$ cat config.mk
export PLATFORM = sky130hd
export DESIGN_NAME = pll_lock_supervisor
export DESIGN_NICKNAME = d
export VERILOG_FILES = /design/src/rtl/pll_lock_supervisor.sv
export SDC_FILE = /design/constraint.sdc
export NUM_CORES = 1
export LEC_CHECK = 0
export ABC_AREA = 1
export CORE_MARGIN = 5
export CORE_UTILIZATION = 57
export DETAILED_ROUTE_END_ITERATION = 8
export PLACE_DENSITY_LB_ADDON = 0.3
export SETUP_SLACK_MARGIN = 0.5
export SLEW_MARGIN = 15
export SYNTH_ARGS = -nofsm -noshare
export SYNTH_HDL_FRONTEND = slang
export SYNTH_SLANG_ARGS = --single-unit
$ cat constraint.sdc
create_clock -name init_clk -period 2.3 [get_ports init_clk]
set_clock_uncertainty 0.05 [all_clocks]
set_input_delay 0.46 -clock init_clk [delete_from_list [all_inputs] [get_ports init_clk]]
set_output_delay 0.46 -clock init_clk [all_outputs]
set_load 0.03 [all_outputs]
$ cat src/rtl/pll_lock_supervisor.sv
// rtl/pll_lock_supervisor.sv - multi-channel PLL start-up and lock supervisor
//
// Purpose:
//   Sequences reset and static loop-filter settings for NUM_PLL PLLs, filters
//   each asynchronous lock output, retries on lock timeout and reports
//   per-channel and aggregate lock status.
//
// Ports:
//   init_clk    free-running supervisor clock
//   resetn      synchronous active-low reset
//   i_rst       per-channel restart request (active high, level or pulse)
//   pll_lock    raw asynchronous PLL lock outputs
//   pll_rst     per-channel PLL reset (active high)
//   icpsel      6-bit charge-pump select per channel
//   lpfres      3-bit loop-filter resistor per channel
//   o_lock      filtered lock per channel
//   all_locked  registered AND of o_lock
//   fail        per-channel failure flag (held until i_rst or resetn)
//
// Build option:
//   PLL_AUTO_RELOCK_EN  when defined, a lock loss restarts the channel with a
//                       fresh retry budget instead of parking it in FAIL.

module pll_lock_supervisor #(
  parameter int                   NUM_PLL         = 2,
  parameter int                   CLK_PERIOD      = 20,
  parameter logic [8*NUM_PLL-1:0] MULTI_FAC       = {NUM_PLL{8'd27}},
  parameter int                   RST_US          = 1,
  parameter int                   LOCK_TIMEOUT_US = 100,
  parameter int                   LOCK_FILTER     = 16,
  parameter int                   GLITCH_FILTER   = 4,
  parameter int                   MAX_RETRY       = 3
) (
  input  logic                 init_clk,
  input  logic                 resetn,
  input  logic [NUM_PLL-1:0]   i_rst,
  input  logic [NUM_PLL-1:0]   pll_lock,
  output logic [NUM_PLL-1:0]   pll_rst,
  output logic [6*NUM_PLL-1:0] icpsel,
  output logic [3*NUM_PLL-1:0] lpfres,
  output logic [NUM_PLL-1:0]   o_lock,
  output logic                 all_locked,
  output logic [NUM_PLL-1:0]   fail
);

  localparam int RST_CYC = (RST_US * 1000 + CLK_PERIOD - 1) / CLK_PERIOD;
  localparam int TO_CYC  = (LOCK_TIMEOUT_US * 1000 + CLK_PERIOD - 1) / CLK_PERIOD;
  localparam int CNT_MAX = (TO_CYC > RST_CYC) ? TO_CYC : RST_CYC;
  localparam int CNT_W   = $clog2(CNT_MAX + 1);
  localparam int FLT_MAX = (LOCK_FILTER > GLITCH_FILTER) ? LOCK_FILTER : GLITCH_FILTER;
  localparam int FLT_W   = $clog2(FLT_MAX + 1);
  localparam int RTY_W   = ($clog2(MAX_RETRY + 1) < 1) ? 1 : $clog2(MAX_RETRY + 1);

  // Terminal values: a counter sitting at *_LAST completes its interval this cycle.
  localparam logic [CNT_W-1:0] RST_LAST = CNT_W'(RST_CYC - 1);
  localparam logic [CNT_W-1:0] TO_LAST  = CNT_W'(TO_CYC - 1);
  localparam logic [FLT_W-1:0] LF_LAST  = FLT_W'(LOCK_FILTER - 1);
  localparam logic [FLT_W-1:0] GF_LAST  = FLT_W'(GLITCH_FILTER - 1);
  localparam logic [RTY_W-1:0] RTY_MAX  = RTY_W'(MAX_RETRY);

  typedef enum logic [1:0] {
    ST_RESET  = 2'd0,
    ST_WAIT   = 2'd1,
    ST_LOCKED = 2'd2,
    ST_FAIL   = 2'd3
  } state_e;

  function automatic logic [5:0] icp_of(input logic [7:0] mf);
    if (mf <= 8'd16)      return 6'd8;
    else if (mf <= 8'd32) return 6'd16;
    else if (mf <= 8'd64) return 6'd24;
    else                  return 6'd32;
  endfunction

  function automatic logic [2:0] lpf_of(input logic [7:0] mf);
    if (mf <= 8'd16)      return 3'd2;
    else if (mf <= 8'd32) return 3'd3;
    else if (mf <= 8'd64) return 3'd4;
    else                  return 3'd5;
  endfunction

  // Two-flop synchroniser for the asynchronous lock inputs.
  logic [NUM_PLL-1:0] sync1_q;
  logic [NUM_PLL-1:0] sync2_q;

  always_ff @(posedge init_clk) begin
    if (!resetn) begin
      sync1_q <= '0;
      sync2_q <= '0;
    end else begin
      sync1_q <= pll_lock;
      sync2_q <= sync1_q;
    end
  end

  logic [NUM_PLL-1:0] lock_vec;

  for (genvar g = 0; g < NUM_PLL; g++) begin : g_ch
    state_e           state_q, state_d;
    logic [CNT_W-1:0] cnt_q, cnt_d;   // reset pulse length / lock timeout
    logic [FLT_W-1:0] flt_q, flt_d;   // lock-high run in WAIT, lock-low run in LOCKED
    logic [RTY_W-1:0] rty_q, rty_d;
    logic             lock_q;
    logic             pll_rst_c;
    logic             fail_c;

    // State register
    always_ff @(posedge init_clk) begin
      if (!resetn) begin
        state_q <= ST_RESET;
        cnt_q   <= '0;
        flt_q   <= '0;
        rty_q   <= '0;
        lock_q  <= 1'b0;
      end else begin
        state_q <= state_d;
        cnt_q   <= cnt_d;
        flt_q   <= flt_d;
        rty_q   <= rty_d;
        lock_q  <= (state_q == ST_LOCKED);
      end
    end

    // Next-state logic; a restart request overrides every other event.
    always_comb begin
      state_d = state_q;
      cnt_d   = cnt_q;
      flt_d   = flt_q;
      rty_d   = rty_q;
      if (i_rst[g]) begin
        state_d = ST_RESET;
        cnt_d   = '0;
        flt_d   = '0;
        rty_d   = '0;
      end else begin
        case (state_q)
          ST_RESET: begin
            flt_d = '0;
            if (cnt_q == RST_LAST) begin
              state_d = ST_WAIT;
              cnt_d   = '0;
            end else begin
              cnt_d = cnt_q + 1'b1;
            end
          end
          ST_WAIT: begin
            if (sync2_q[g] && (flt_q == LF_LAST)) begin
              state_d = ST_LOCKED;
              cnt_d   = '0;
              flt_d   = '0;
            end else if (cnt_q == TO_LAST) begin
              cnt_d = '0;
              flt_d = '0;
              if (rty_q == RTY_MAX) begin
                state_d = ST_FAIL;
              end else begin
                rty_d   = rty_q + 1'b1;
                state_d = ST_RESET;
              end
            end else begin
              cnt_d = cnt_q + 1'b1;
              flt_d = sync2_q[g] ? flt_q + 1'b1 : '0;
            end
          end
          ST_LOCKED: begin
            if (sync2_q[g]) begin
              flt_d = '0;
            end else if (flt_q == GF_LAST) begin
              flt_d = '0;
`ifdef PLL_AUTO_RELOCK_EN
              state_d = ST_RESET;
              rty_d   = '0;
`else
              state_d = ST_FAIL;
`endif
            end else begin
              flt_d = flt_q + 1'b1;
            end
          end
          ST_FAIL: begin
            state_d = ST_FAIL;
          end
          default: begin
            state_d = ST_RESET;
          end
        endcase
      end
    end

    // Output logic
    always_comb begin
      pll_rst_c = (state_q == ST_RESET) || (state_q == ST_FAIL);
      fail_c    = (state_q == ST_FAIL);
    end

    assign pll_rst[g]        = pll_rst_c;
    assign fail[g]           = fail_c;
    assign lock_vec[g]       = lock_q;
    assign icpsel[6*g +: 6]  = icp_of(MULTI_FAC[8*g +: 8]);
    assign lpfres[3*g +: 3]  = lpf_of(MULTI_FAC[8*g +: 8]);
  end

  assign o_lock = lock_vec;

  logic all_locked_q;

  always_ff @(posedge init_clk) begin
    if (!resetn) begin
      all_locked_q <= 1'b0;
    end else begin
      all_locked_q <= &lock_vec;
    end
  end

  assign all_locked = all_locked_q;

endmodule
**Word-level counts from Yosys, hierarchy flattened**

Cells that the tools add are included.

- Logic and storage cells: 99
- Output and inout port bits: 25
- Register bits: 51

- Bitwise gates (word level): 5
- Multiplexer cells: 34
- Add/sub/neg operators: 6
- Reduce and logical (&&, ||, !) cells: 17
- Equality and inequality tests: 24

Operators by type and width:

| kind | number |
|---|---|
| $mux 13 | 6 |
| $pmux 13 s2 | 2 |
| $mux 5 | 10 |
| $pmux 5 s3 | 2 |
| $add 13x1->13 const B | 2 |
| $eq 13x13->1 const B | 2 |
| $eq 13x6->1 const B | 2 |
| $mux 2 | 12 |
| $pmux 2 s4 | 2 |
| $reduce_and 4->1 | 4 |
| $eq 2x2->1 const B | 6 |
| $add 5x1->5 const B | 2 |
| $eq 5x2->1 const B | 2 |
| $eq 5x4->1 const B | 2 |
| $ne 2x2->1 const B | 4 |
| $ne 3x3->1 const B | 2 |
| $reduce_bool 3->1 | 2 |
| $not 1->1 | 5 |
| $add 2x1->2 const B | 2 |
| $eq 2x1->1 const B | 2 |
| $logic_not 2->1 | 2 |
| $ne 2x1->1 const B | 2 |
| $reduce_bool 2->1 | 2 |
| $reduce_or 2->1 | 2 |
| other kinds (3) | 5 |

**Logic depth before layout (Yosys ltp)**

Gate-level depths: netlist of run 1.

- Word-level depth: 5
- Depth in mapped cells: 12
- Mapped depth without buffers: 12

**Least setup slack after synthesis of run 1**

No wires, ideal clock.

- Kind: flip-flop to flip-flop
- From: register g_ch[0].flt_q[0]
- To: register g_ch[0].cnt_q[11]
- Arrival: 1.492 ns
- Period minus slack after synthesis: 1.603 ns
- Path buffers: 1
- Cell stages (with the launch flop): 11
- Path slack: 0.697 ns
- Library setup time: 0.062 ns
- Cell sequence: dfxtp_1 > ha_1 > nand2_1 > nor2_1 > ha_1 > a21oi_1 > nand2_2 > nand3_2 > nand2_4 > buf_6 > nor2_2

- Word-level cells in the longest chain between the ends: 4

Ends and longest elaborated chain:

| what | line | RTL |
|---|---|---|
| start: declaration | 101 | `logic [FLT_W-1:0] flt_q, flt_d;` |
| start signal: assignment | 118 | `flt_q <= flt_d;` |
| $eq 5x4->1 | 147 | `if (sync2_q[g] && (flt_q == LF_LAST)) begin` |
| $logic_and 1x1->1 | 147 |  |
| $mux 13 | 147 |  |
| $pmux 13 s2 | 136 | `case (state_q)` |
| end signal: assignment | 117 | `cnt_q <= cnt_d;` |
| end: declaration | 100 | `logic [CNT_W-1:0] cnt_q, cnt_d;` |

No other way between the ends.
A chain may end at the register's enable or synchronous reset.

**Worst setup path in the final report of run 1**

- From: register g_ch[0].state_q[1]
- To: output pll_rst[0]

- Word-level cells in the longest chain between the ends: 2

Ends and longest elaborated chain:

| what | line | RTL |
|---|---|---|
| start: declaration | 99 | `state_e state_q, state_d;` |
| start signal: assignment | 116 | `state_q <= state_d;` |
| $eq 2x2->1 or $logic_not 2->1 (tied branches) | 192 | `pll_rst_c = (state_q == ST_RESET) \|\| (state_q == ST_FAIL);` |
| $logic_or 1x1->1 * | 192 |  |
| end: declaration | 38 | `output logic [NUM_PLL-1:0] pll_rst,` |

Every way passes the cells marked *; elsewhere a longest branch is shown, timed or not.

==> flow_summary.html, run 1 <==
<table>
<tr><th>Metric</th><th>Value</th></tr>
<tr><th colspan="2">Run status</th></tr>
<tr><td>Outcome</td><td>finished, final reports clean</td></tr>
<tr><th colspan="2">Place</th></tr>
<tr><td>Final Wtd Congestion</td><td>0.858</td></tr>
<tr><td>Pre-CTS setup slack</td><td>0.276 ns</td></tr>
<tr><td>Placed insts</td><td>516</td></tr>
<tr><td>DPL Wire Length</td><td>4160 um</td></tr>
<tr><td>DP Area</td><td>3170 um^2</td></tr>
<tr><td>Number of buffer cells added on primary ports</td><td>12</td></tr>
<tr><th colspan="2">STA</th></tr>
<tr><td>Total setup violations reported at the end of the flow</td><td>0</td></tr>
<tr><td>Unrepaired setup endpoints after global routing</td><td>no</td></tr>
<tr><td>Hold violation total from the final report</td><td>0</td></tr>
<tr><td>Final min period</td><td>1.75 ns</td></tr>
<tr><td>Aggregate negative setup slack</td><td>0 ns</td></tr>
<tr><td>Number of max-slew violations in the final report</td><td>0</td></tr>
<tr><td>Slack of the critical path</td><td>0.552 ns</td></tr>
<tr><td>Final worst-path cycle share</td><td>76.0%</td></tr>
<tr><td>Maximum clock rate</td><td>572 MHz</td></tr>
<tr><th colspan="2">Job</th></tr>
<tr><td>Max-Cap Viols</td><td>0</td></tr>
<tr><th colspan="2">Min path</th></tr>
<tr><td>Path category of the worst min-delay check</td><td>register to register</td></tr>
<tr><th colspan="2">Critical path</th></tr>
<tr><td>Depth of the worst register-to-register path</td><td>9</td></tr>
<tr><td>Reg2reg end</td><td>g_ch[0].cnt_q[12]</td></tr>
<tr><td>Startpoint types</td><td>register</td></tr>
<tr><td>CP Data Arrival Time</td><td>1.24 ns</td></tr>
<tr><td>Class of the most critical setup path</td><td>register to output pin</td></tr>
<tr><td>Critical Path Source</td><td>g_ch[0].state_q[1]</td></tr>
<tr><td>Capture point of the worst path</td><td>pll_rst[0]</td></tr>
<tr><td>Largest driver fanout on the critical path</td><td>4</td></tr>
<tr><td>Endpoint class of the critical path</td><td>output pin</td></tr>
<tr><td>Reg2Reg Setup Slack</td><td>0.61 ns</td></tr>
<tr><td>Required time at the endpoint of the critical path</td><td>1.79 ns</td></tr>
<tr><td>Worst reg2reg path startpoint</td><td>g_ch[0].state_q[1]</td></tr>
<tr><th colspan="2">Power</th></tr>
<tr><td>LEAKAGE</td><td>0.00144 uW</td></tr>
<tr><td>Ratio of total power to cell area</td><td>453 nW/um^2</td></tr>
<tr><td>IR Drop Worst-Case VDD</td><td>0.000352 V</td></tr>
<tr><th colspan="2">GRT</th></tr>
<tr><td>Antenna violations before repair</td><td>0</td></tr>
<tr><td>Total track usage</td><td>16.0%</td></tr>
<tr><td>Largest net degree at the start of global routing</td><td>15</td></tr>
<tr><td>Wire length of the first global-routing pass</td><td>9640 um</td></tr>
<tr><td>Global route overflow</td><td>0</td></tr>
<tr><td>Number of global-route vias before repair</td><td>2393</td></tr>
<tr><th colspan="2">Clock network</th></tr>
<tr><td>Deepest level of the CTS H-tree</td><td>2</td></tr>
<tr><td>Clk slew on worst S/H paths</td><td>0.09 ns</td></tr>
<tr><td>CTS root buf</td><td>clkbuf_8</td></tr>
<tr><td>Maximum clock insertion buffer count</td><td>2</td></tr>
<tr><td>Count of clock tree sinks</td><td>51</td></tr>
<tr><td>Clock latency reported for the late side of the worst-skew pair</td><td>0.31 ns</td></tr>
<tr><td>CTS tree</td><td>done</td></tr>
<tr><td>CTS Buf Count</td><td>5</td></tr>
<tr><th colspan="2">Floorplanning</th></tr>
<tr><td>Die area</td><td>7020 um^2</td></tr>
<tr><td>Core Rows</td><td>26</td></tr>
<tr><td>Count of boundary I/O pins</td><td>31</td></tr>
<tr><td>Die X-Extent</td><td>83.8 um</td></tr>
<tr><td>Total core area</td><td>5200 um^2</td></tr>
<tr><td>Vert. Die Dim</td><td>83.8 um</td></tr>
<tr><td>Initial Utilization</td><td>59.7%</td></tr>
<tr><th colspan="2">Synthesis</th></tr>
<tr><td>Post-synthesis async set-or-reset flop share</td><td>0%</td></tr>
<tr><td>Flip-flop and latch count after synthesis</td><td>51</td></tr>
<tr><td>Synthesized area divided by synthesized cell count</td><td>6.99 um^2</td></tr>
<tr><td>Synthesized cell area</td><td>3110 um^2</td></tr>
<tr><td>Top cells by instance count after synthesis</td><td>nand2_1, nor2_1, inv_1</td></tr>
<tr><td>Number of flops mapped to enable cells by yosys</td><td>0</td></tr>
<tr><td>Post-synth cell types</td><td>28</td></tr>
<tr><td>Yosys Warn Count</td><td>0</td></tr>
<tr><td>Share of synthesized area occupied by flip-flops and latches</td><td>32.9%</td></tr>
<tr><td>Leading post-synthesis cells by cell area</td><td>dfxtp_1, nand2_1, ha_1</td></tr>
<tr><td>Biggest area consumer among synthesized cells</td><td>dfxtp_1</td></tr>
<tr><td>Flip-flop cell with the highest count after synthesis</td><td>dfxtp_1</td></tr>
<tr><td>Fraction of synthesized cell area taken by the top area cell type</td><td>32.9%</td></tr>
<tr><td>Synthesized netlist cell count</td><td>444</td></tr>
<tr><td>Most common cell in the netlist</td><td>nand2_1</td></tr>
<tr><th colspan="2">Layout</th></tr>
<tr><td>Antenna cells</td><td>0</td></tr>
<tr><td>Number of nets in the finished design</td><td>481</td></tr>
<tr><td>Area Growth Syn to Fin</td><td>7.45%</td></tr>
<tr><td>Ratio of cells with drive above 1 in the final layout</td><td>18.2%</td></tr>
<tr><td>Number of fill cells</td><td>459</td></tr>
<tr><td>Final instance count without filler cells</td><td>525</td></tr>
<tr><td>Design Area, Final</td><td>3340 um^2</td></tr>
<tr><th colspan="2">Routing</th></tr>
<tr><td>Initial DRT Pass Iterations</td><td>4</td></tr>
<tr><td>Post-DRT Antenna Nets</td><td>0</td></tr>
<tr><td>Average detailed-routed wire length per instance</td><td>10.6 um</td></tr>
<tr><td>Via density</td><td>4.89</td></tr>
<tr><td>Number of DRC violations after detailed routing</td><td>0</td></tr>
<tr><td>Starting DRT DRC Count</td><td>101</td></tr>
<tr><td>Vias post-DR</td><td>2569</td></tr>
<tr><td>Post-Route WL</td><td>5540 um</td></tr>
</table>
-- state kept, by name, summed over array words and instances (netlist names) --
name and count:
g_ch.state_q 4, sync1_q 2, all_locked 1, g_ch.flt_q 10, g_ch.cnt_q 26, g_ch.rty_q 4
sync2_q 2, g_ch.lock_q 2
-- placed cells by master (no fill, tap or decap), types with 3 or more instances in the layout --
cell type and instances:
a21oi_1 15, clkbuf_8 6, clkdlybuf4s50_1 5, conb_1 18
dfxtp_1 43, dfxtp_2 6, dlygate4sd2_1 4, ha_1 18
inv_1 54, inv_2 7, nand2_1 88, nand2_2 8
nand3_1 28, nand3_2 5, nand4_1 6, nor2_1 58
nor2_2 29, nor2_4 3, o21ai_0 13, or2_2 3
xor2_1 12
-- per-layer routing --
metal  routed length [um]  GRT usage [%]  vias to the layer above
li1                     -              -                     1355
met1                 2510           18.6                     1161
met2                 2750           28.6                       45
met3                  206           2.96                        8
met4                   79           6.29                        0
met5                    0              0                        -
-- final cells by class --
class	instances	area (um^2)	area share (%)
Clock buffer	6	82.6	2.47
Clock inverter	1	5.00	0.150
Inverter	61	229	6.86
Multi-Input combinational cell	322	1770	53.0
Sequential cell	51	1040	31.0
Tap cell	70	87.6	2.62
Timing Repair Buffer	14	128	3.82
-- report_power, final --
part           total, uW  leakage, uW  switching, uW  internal, uW
clock                523    0.0000470            286           237
combinational       96.1     0.000977           75.1          21.1
sequential           892     0.000417           6.13           886
-- what timing repair did --
action,4_1_cts,5_1_grt
resized for setup,21,30
pin swaps,0,8
hold buffers,0,0
setup endpoints to repair,19,43
hold endpoints to repair,0,0
buffers inserted,0,2
-- logic make-up after synthesis --
group           synth area share [%]
other cells                    0.242
flops                           32.9
compound gates                  6.08
buf+inv                         13.9
xor+xnor                        3.95
fa+ha+maj                       8.06
simple gates                    34.9
-- critical path: stages, from the launching register on --
cell and delay, ns:
dfxtp_4 0.37, inv_1 0.07, ha_1 0.31, inv_2 0.07, buf_6 0.12
-- worst min-delay path by stage --
| stage | start | cells after the start | to |
|---|---|---|---|
| floorplan | sync1_q[0] | 2 | sync2_q[0] |
| global placement | sync1_q[1] | 2 | sync2_q[1] |
| detailed placement | sync1_q[1] | 2 | sync2_q[1] |
| CTS | sync1_q[1] | 2 | sync2_q[1] |
| global route | sync1_q[1] | 2 | sync2_q[1] |
| finish | sync1_q[1] | 2 | sync2_q[1] |
-- stage by stage --
step | utilization [%] | power, uW | hold slack [ns]
floorplan | - | 1020 | 0.340
global placement | 60.9 | 1010 | 0.353
detailed placement | 60.9 | 1010 | 0.347
CTS | 62.5 | 1530 | 0.367
global route | 64.1 | 1570 | 0.385
finish | 64.1 | 1510 | 0.360
No activity file was read; power rests on OpenSTA's default activity.
==> inputs of run 2 (changes only) <==
Clock period 2.3 ns to 1.8 ns, I/O delays scaled along.
==> flow_summary.html, run 2 (synthesized netlist as in run 1, its figures left out) <==
<table>
<tr><th>Metric</th><th>Value</th></tr>
<tr><th colspan="2">Run status</th></tr>
<tr><td>Outcome</td><td>complete, but fails checks (was finished, final reports clean)</td></tr>
<tr><td>Violations in the final reports</td><td>negative setup slack</td></tr>
<tr><th colspan="2">Clock network</th></tr>
<tr><td>Maximum clock insertion buffer count</td><td>2 (unchanged)</td></tr>
<tr><td>Count of clock tree sinks</td><td>51 (unchanged)</td></tr>
<tr><td>CTS Buf Count</td><td>5 (unchanged)</td></tr>
<tr><td>CTS tree</td><td>done (unchanged)</td></tr>
<tr><td>Clk slew on worst S/H paths</td><td>0.10 ns (was 0.09 ns)</td></tr>
<tr><td>CTS root buf</td><td>clkbuf_8 (unchanged)</td></tr>
<tr><td>Clock latency reported for the late side of the worst-skew pair</td><td>0.33 ns (was 0.31 ns)</td></tr>
<tr><td>Deepest level of the CTS H-tree</td><td>2 (unchanged)</td></tr>
<tr><th colspan="2">Routing</th></tr>
<tr><td>Post-Route WL</td><td>10700 um (was 5540 um)</td></tr>
<tr><td>Via density</td><td>5.78 (was 4.89)</td></tr>
<tr><td>Starting DRT DRC Count</td><td>383 (was 101)</td></tr>
<tr><td>Post-DRT Antenna Nets</td><td>0 (unchanged)</td></tr>
<tr><td>Vias post-DR</td><td>3288 (was 2569)</td></tr>
<tr><td>Number of DRC violations after detailed routing</td><td>0 (unchanged)</td></tr>
<tr><td>Average detailed-routed wire length per instance</td><td>18.8 um (was 10.6 um)</td></tr>
<tr><td>Initial DRT Pass Iterations</td><td>5 (was 4)</td></tr>
<tr><th colspan="2">Critical path</th></tr>
<tr><td>Startpoint types</td><td>register (unchanged)</td></tr>
<tr><td>Depth of the worst register-to-register path</td><td>6 (was 9)</td></tr>
<tr><td>Required time at the endpoint of the critical path</td><td>2.02 ns (was 1.79 ns)</td></tr>
<tr><td>Class of the most critical setup path</td><td>register to register (was register to output pin)</td></tr>
<tr><td>Largest driver fanout on the critical path</td><td>6 (was 4)</td></tr>
<tr><td>CP Data Arrival Time</td><td>2.04 ns (was 1.24 ns)</td></tr>
<tr><td>Endpoint class of the critical path</td><td>register (was output pin)</td></tr>
<tr><th colspan="2">Layout</th></tr>
<tr><td>Largest regs</td><td>g_ch.cnt_q x26, g_ch.flt_q x10 (unchanged)</td></tr>
<tr><td>Area taken by multi-input logic gates</td><td>2310 um^2 (was 1770 um^2)</td></tr>
<tr><td>Number of fill cells</td><td>252 (was 459)</td></tr>
<tr><td>Commonest cells after routing, fill and taps aside</td><td>nand2_1, inv_1, nor2_1 (was nand2_1, nor2_1, inv_1)</td></tr>
<tr><td>Number of nets in the finished design</td><td>524 (was 481)</td></tr>
<tr><td>Ratio of cells with drive above 1 in the final layout</td><td>40.1% (was 18.2%)</td></tr>
<tr><td>Largest reg by FF count</td><td>g_ch.cnt_q (unchanged)</td></tr>
<tr><td>Flip-flop count of the largest register after layout</td><td>26 (unchanged)</td></tr>
<tr><td>Area Growth Syn to Fin</td><td>38.0% (was 7.45%)</td></tr>
<tr><td>Area of all sequential standard cells</td><td>1050 um^2 (was 1040 um^2)</td></tr>
<tr><td>Antenna cells</td><td>0 (unchanged)</td></tr>
<tr><td>Leading cell type in the layout, fill and taps excluded</td><td>nand2_1 (unchanged)</td></tr>
<tr><th colspan="2">STA</th></tr>
<tr><td>Unrepaired setup endpoints after global routing</td><td>yes (was no)</td></tr>
<tr><td>Final worst-path cycle share</td><td>101%</td></tr>
<tr><td>Maximum clock rate</td><td>549 MHz</td></tr>
<tr><td>Final min period</td><td>1.82 ns</td></tr>
<tr><td>Number of max-slew violations in the final report</td><td>0 (unchanged)</td></tr>
<tr><td>Hold WS</td><td>0.456 ns (was 0.360 ns)</td></tr>
<tr><td>Aggregate negative setup slack</td><td>-0.0230 ns (was 0 ns)</td></tr>
<tr><td>Total setup violations reported at the end of the flow</td><td>1 (was 0)</td></tr>
<tr><td>Slack of the critical path</td><td>-0.0230 ns (was 0.552 ns)</td></tr>
<tr><td>Hold violation total from the final report</td><td>0 (unchanged)</td></tr>
<tr><th colspan="2">Place</th></tr>
<tr><td>Number of buffer cells added on primary ports</td><td>12 (unchanged)</td></tr>
<tr><td>Final Wtd Congestion</td><td>0.826 (was 0.858)</td></tr>
<tr><td>DPL Wire Length</td><td>4420 um (was 4160 um)</td></tr>
<tr><td>Pre-CTS setup slack</td><td>0.0882 ns (was 0.276 ns)</td></tr>
<tr><th colspan="2">Power</th></tr>
<tr><td>Net Sw Frac</td><td>27.0% (was 24.3%)</td></tr>
<tr><td>Ratio of total power to cell area</td><td>476 nW/um^2 (was 453 nW/um^2)</td></tr>
<tr><td>Net load switching power</td><td>550 uW (was 368 uW)</td></tr>
<tr><td>Register share of total power</td><td>56.1% (was 59.0%)</td></tr>
<tr><td>Clock power share</td><td>35.6% (was 34.6%)</td></tr>
<tr><td>Power after layout</td><td>2040 uW (was 1510 uW)</td></tr>
<tr><td>Comb pwr share</td><td>8.3% (was 6.4%)</td></tr>
<tr><td>IR Drop Worst-Case VDD</td><td>0.000442 V (was 0.000352 V)</td></tr>
<tr><td>Internal power</td><td>1490 uW (was 1140 uW)</td></tr>
<tr><td>LEAKAGE</td><td>0.00178 uW (was 0.00144 uW)</td></tr>
<tr><th colspan="2">GRT</th></tr>
<tr><td>Wire length of the first global-routing pass</td><td>11500 um (was 9640 um)</td></tr>
<tr><td>Antenna violations before repair</td><td>0 (unchanged)</td></tr>
<tr><td>Total track usage</td><td>19.5% (was 16.0%)</td></tr>
<tr><td>Number of global-route vias before repair</td><td>2719 (was 2393)</td></tr>
<tr><td>Largest net degree at the start of global routing</td><td>16 (was 15)</td></tr>
<tr><td>Global route overflow</td><td>0 (unchanged)</td></tr>
<tr><th colspan="2">Floorplanning</th></tr>
<tr><td>Vert. Die Dim</td><td>83.8 um (unchanged)</td></tr>
<tr><td>Core Rows</td><td>26 (unchanged)</td></tr>
<tr><td>Die area</td><td>7020 um^2 (unchanged)</td></tr>
<tr><td>Count of boundary I/O pins</td><td>31 (unchanged)</td></tr>
<tr><td>Initial Utilization</td><td>59.7% (unchanged)</td></tr>
<tr><td>Total core area</td><td>5200 um^2 (unchanged)</td></tr>
<tr><td>Die X-Extent</td><td>83.8 um (unchanged)</td></tr>
<tr><th colspan="2">Job</th></tr>
<tr><td>Max-Cap Viols</td><td>0 (unchanged)</td></tr>
<tr><th colspan="2">Min path</th></tr>
<tr><td>Cell depth of the worst hold path</td><td>1 (was 2)</td></tr>
<tr><td>Path category of the worst min-delay check</td><td>register to register (unchanged)</td></tr>
</table>
## run 2: changes by cell type in the layout (fill, tap and decap cells not counted), sizes merged
cell / before / now
buf: 4 / 51
dlygate4sd2: 4 / 0
nand2: 98 / 99
## run 2: worst paths after layout
kind,from,slack (ns),end
setup / recovery,g_ch[0].cnt_q[2],-0.02,g_ch[0].cnt_q[5]
setup reg to reg,g_ch[0].cnt_q[2],-0.02,g_ch[0].cnt_q[5]
hold reg to reg,g_ch[0].rty_q[0],0.46,g_ch[0].rty_q[0]
hold / removal,g_ch[0].rty_q[0],0.46,g_ch[0].rty_q[0]
## run 2: area by class of cell
class                           instances  area share [%]
Multi-Input combinational cell        323            53.9
Sequential cell                        51            24.6
Clock buffer                            7            2.01
Inverter                               61            5.75
Timing Repair Buffer                   56            11.6
Tap cell                               70            2.04
Clock inverter                          1           0.117
## run 2: layer usage
layer,track usage [%],share of wire (%),vias to the layer above
met5,0,0,-
met4,8.33,9.5,0
met3,3.95,8.0,96
met2,34.6,47,224
met1,22.6,36,1516
li1,-,-,1452
## run 2: repair_timing
| action | 4_1_cts | 5_1_grt |
|---|---|---|
| setup buffers | 25 | 14 |
| pin swaps | 21 | 43 |
| gates resized for setup | 71 | 102 |
| hold buffers | 0 | 0 |
| cloned | 1 | 0 |
| setup endpoints to repair | 51 | 50 |
## run 2: critical path, stage by stage (launching register included)
cell and delay [ns]:
dfxtp_1 0.51, nand3_1 0.20, nor2_4 0.18, nand2_4 0.10
o21ai_0 0.31, o21ai_0 0.28, nor2_4 0.15
## run 2: power by group through the flow
| stage | clock [uW] | sequential (uW) | combinational, uW |
|---|---|---|---|
| after floorplan | 0 | 1170 | 131 |
| after global placement | 0 | 1170 | 125 |
| after detailed placement | 0 | 1170 | 127 |
| after CTS | 707 | 1140 | 140 |
| after global routing | 782 | 1140 | 177 |
| final | 726 | 1140 | 168 |
## run 2: stage by stage
step	cells	cell area (um^2)	utilization, %
after floorplan	460	3290	-
after global placement	521	3320	63.8
after detailed placement	521	3320	63.8
after CTS	555	3760	72.3
after global routing	569	4290	82.3
final	569	4290	82.3
==> inputs of run 3 (changes only) <==
Settings changed: GPL_TIMING_DRIVEN set to 0.
==> flow_summary.html, run 3 (synthesized netlist as in run 1, its figures left out) <==
<table>
<tr><th>Metric</th><th>Value</th></tr>
<tr><th colspan="2">STA</th></tr>
<tr><td>Final worst-path cycle share</td><td>101% (about the same)</td></tr>
<tr><td>Unrepaired setup endpoints after global routing</td><td>yes (unchanged)</td></tr>
<tr><td>Aggregate negative setup slack</td><td>-0.0138 ns (was -0.0230 ns)</td></tr>
<tr><td>Number of max-slew violations in the final report</td><td>0 (unchanged)</td></tr>
<tr><td>Hold violation total from the final report</td><td>0 (unchanged)</td></tr>
<tr><td>Hold WS</td><td>0.394 ns (was 0.456 ns)</td></tr>
<tr><td>Maximum clock rate</td><td>551 MHz (was 549 MHz)</td></tr>
<tr><td>Total setup violations reported at the end of the flow</td><td>1 (unchanged)</td></tr>
<tr><td>Slack of the critical path</td><td>-0.0138 ns (was -0.0230 ns)</td></tr>
<tr><td>Final min period</td><td>1.81 ns (was 1.82 ns)</td></tr>
<tr><th colspan="2">Critical path</th></tr>
<tr><td>Reg2Reg Setup Slack</td><td>-0.01 ns (was -0.02 ns)</td></tr>
<tr><td>Depth of the worst register-to-register path</td><td>11 (was 6)</td></tr>
<tr><td>Reg2reg end</td><td>g_ch[0].state_q[1] (was g_ch[0].cnt_q[5])</td></tr>
<tr><td>Required time at the endpoint of the critical path</td><td>1.99 ns (was 2.02 ns)</td></tr>
<tr><td>Endpoint class of the critical path</td><td>register (unchanged)</td></tr>
<tr><td>Largest driver fanout on the critical path</td><td>4 (was 6)</td></tr>
<tr><td>Startpoint types</td><td>register (unchanged)</td></tr>
<tr><td>CP Data Arrival Time</td><td>2.01 ns (was 2.04 ns)</td></tr>
<tr><td>Critical Path Source</td><td>g_ch[0].flt_q[0] (was g_ch[0].cnt_q[2])</td></tr>
<tr><td>Worst reg2reg path startpoint</td><td>g_ch[0].flt_q[0] (was g_ch[0].cnt_q[2])</td></tr>
<tr><td>Class of the most critical setup path</td><td>register to register (unchanged)</td></tr>
<tr><td>Capture point of the worst path</td><td>g_ch[0].state_q[1] (was g_ch[0].cnt_q[5])</td></tr>
<tr><th colspan="2">GRT</th></tr>
<tr><td>Global route overflow</td><td>0 (unchanged)</td></tr>
<tr><td>Largest net degree at the start of global routing</td><td>15 (was 16)</td></tr>
<tr><td>Layer with the highest usage after global routing</td><td>met2 (unchanged)</td></tr>
<tr><td>Antenna violations before repair</td><td>0 (unchanged)</td></tr>
<tr><td>Wire length of the first global-routing pass</td><td>13300 um (was 11500 um)</td></tr>
<tr><td>Met3 GRT Util</td><td>5.53% (was 3.95%)</td></tr>
<tr><td>Met2 demand-to-capacity share in global routing</td><td>42.2% (was 34.6%)</td></tr>
<tr><td>Total track usage</td><td>23.0% (was 19.5%)</td></tr>
<tr><td>Met1 layer usage reported by global route</td><td>25.0% (was 22.6%)</td></tr>
<tr><td>Number of global-route vias before repair</td><td>2988 (was 2719)</td></tr>
<tr><th colspan="2">Floorplanning</th></tr>
<tr><td>Die X-Extent</td><td>83.8 um (unchanged)</td></tr>
<tr><td>Count of boundary I/O pins</td><td>31 (unchanged)</td></tr>
<tr><td>Die area</td><td>7020 um^2 (unchanged)</td></tr>
<tr><td>Initial Utilization</td><td>59.7% (unchanged)</td></tr>
<tr><td>Vert. Die Dim</td><td>83.8 um (unchanged)</td></tr>
<tr><td>Core Rows</td><td>26 (unchanged)</td></tr>
<tr><td>Total core area</td><td>5200 um^2 (unchanged)</td></tr>
<tr><th colspan="2">Run status</th></tr>
<tr><td>Violations in the final reports</td><td>negative setup slack (unchanged)</td></tr>
<tr><td>Outcome</td><td>complete, but fails checks (unchanged)</td></tr>
<tr><th colspan="2">Routing</th></tr>
<tr><td>Post-Route WL</td><td>11200 um (was 10700 um)</td></tr>
<tr><td>Vias post-DR</td><td>3466 (was 3288)</td></tr>
<tr><td>Starting DRT DRC Count</td><td>450 (was 383)</td></tr>
<tr><td>Initial DRT Pass Iterations</td><td>6 (was 5)</td></tr>
<tr><td>Post-DRT Antenna Nets</td><td>0 (unchanged)</td></tr>
<tr><td>Number of DRC violations after detailed routing</td><td>0 (unchanged)</td></tr>
<tr><td>Average detailed-routed wire length per instance</td><td>19.0 um (was 18.8 um)</td></tr>
<tr><td>Via density</td><td>5.87 (was 5.78)</td></tr>
<tr><th colspan="2">Layout</th></tr>
<tr><td>Number of fill cells</td><td>241 (was 252)</td></tr>
<tr><td>Antenna cells</td><td>0 (unchanged)</td></tr>
<tr><td>Flip-flop count of the largest register after layout</td><td>26 (unchanged)</td></tr>
<tr><td>Commonest cells after routing, fill and taps aside</td><td>nand2_1, buf_4, inv_1 (was nand2_1, inv_1, nor2_1)</td></tr>
<tr><td>Area Growth Syn to Fin</td><td>42.0% (was 38.0%)</td></tr>
<tr><td>Leading cell type in the layout, fill and taps excluded</td><td>nand2_1 (unchanged)</td></tr>
<tr><td>Ratio of cells with drive above 1 in the final layout</td><td>44.2% (was 40.1%)</td></tr>
<tr><td>Largest regs</td><td>g_ch.cnt_q x26, g_ch.flt_q x10 (unchanged)</td></tr>
<tr><td>Largest reg by FF count</td><td>g_ch.cnt_q (unchanged)</td></tr>
<tr><td>Number of nets in the finished design</td><td>545 (was 524)</td></tr>
<tr><th colspan="2">Job</th></tr>
<tr><td>Max-Cap Viols</td><td>0 (unchanged)</td></tr>
<tr><th colspan="2">Power</th></tr>
<tr><td>Power after layout</td><td>2130 uW (was 2040 uW)</td></tr>
<tr><td>Ratio of total power to cell area</td><td>483 nW/um^2 (was 476 nW/um^2)</td></tr>
<tr><td>LEAKAGE</td><td>0.00184 uW (was 0.00178 uW)</td></tr>
<tr><td>IR Drop Worst-Case VDD</td><td>0.000503 V (was 0.000442 V)</td></tr>
<tr><th colspan="2">Clock network</th></tr>
<tr><td>Deepest level of the CTS H-tree</td><td>2 (unchanged)</td></tr>
<tr><td>Clock latency reported for the late side of the worst-skew pair</td><td>0.31 ns (was 0.33 ns)</td></tr>
<tr><td>CTS Buf Count</td><td>5 (unchanged)</td></tr>
<tr><td>CTS tree</td><td>done (unchanged)</td></tr>
<tr><td>Maximum clock insertion buffer count</td><td>2 (unchanged)</td></tr>
<tr><td>Clk slew on worst S/H paths</td><td>0.10 ns (about the same)</td></tr>
<tr><td>CTS root buf</td><td>clkbuf_8 (unchanged)</td></tr>
<tr><td>Hold_buf cts</td><td>0 (unchanged)</td></tr>
<tr><td>Count of clock tree sinks</td><td>51 (unchanged)</td></tr>
<tr><th colspan="2">Place</th></tr>
<tr><td>Final Wtd Congestion</td><td>0.856 (was 0.826)</td></tr>
<tr><td>Number of buffer cells added on primary ports</td><td>12 (unchanged)</td></tr>
<tr><td>DPL Wire Length</td><td>4420 um (about the same)</td></tr>
<tr><td>Pre-CTS setup slack</td><td>-0.133 ns (was 0.0882 ns)</td></tr>
<tr><th colspan="2">Min path</th></tr>
<tr><td>Startpoint of the tightest hold check path</td><td>resetn (was g_ch[0].rty_q[0])</td></tr>
<tr><td>Path category of the worst min-delay check</td><td>input port to register (was register to register)</td></tr>
</table>
run 3: repair_timing:
item,CTS,global route
setup endpoints to repair,51,50
gates cloned,1,1
buffers inserted,29,9
gates resized for setup,101,76
pin swaps,22,29
run 3: where the power goes:
| part | leakage [uW] | total, uW | internal, uW | switching (uW) |
|---|---|---|---|---|
| clock | 0.0000515 | 768 | 353 | 416 |
| combinational | 0.00137 | 220 | 85.0 | 135 |
| sequential | 0.000420 | 1140 | 1130 | 11.5 |
| total | 0.00184 | 2130 | 1570 | 562 |
run 3: worst min path at each step:
stage / end / slack (ns) / cells past startpoint
floorplan: sync2_q[0] / 0.34 / 2
global placement: sync2_q[0] / 0.35 / 2
detailed placement: sync2_q[1] / 0.35 / 2
CTS: sync2_q[1] / 0.37 / 2
global route: g_ch[0].lock_q / 0.41 / 3
finish: g_ch[1].lock_q / 0.39 / 3
run 3: metrics by stage:
stage	area, um^2	util (%)	std cells
final	4410	84.7	590
after global routing	4410	84.7	590
after CTS	4040	77.5	580
after detailed placement	3500	67.2	542
after global placement	3500	67.2	542
after floorplan	3290	-	460
run 3: routing by layer:
layer  routed length (um)  part of all wire, %  vias up
met3                 1200                   11       93
li1                     -                    -     1484
met5                    0                    0        -
met2                 5230                   47      301
met1                 3970                   35     1588
met4                  800                  7.1        0
run 3: layout make-up:
class	count	area (um^2)	share of cell area (%)
Buffer	26	235	5.33
Sequential cell	51	1050	23.7
Timing Repair Buffer	52	478	10.8
Clock buffer	8	100	2.27
Tap cell	70	87.6	1.99
Multi-Input combinational cell	322	2220	50.3
Inverter	61	246	5.59
run 3: critical path, cell delays in order, from the launching register on:
cell and delay (ns):
dfxtp_2 0.37, ha_4 0.16, nand2_2 0.06, nor2_2 0.09
ha_2 0.21, a21oi_2 0.08, nand2_2 0.14, buf_6 0.14
nand3_4 0.10, nand2_1 0.12, nand2_1 0.08, nor2_1 0.13
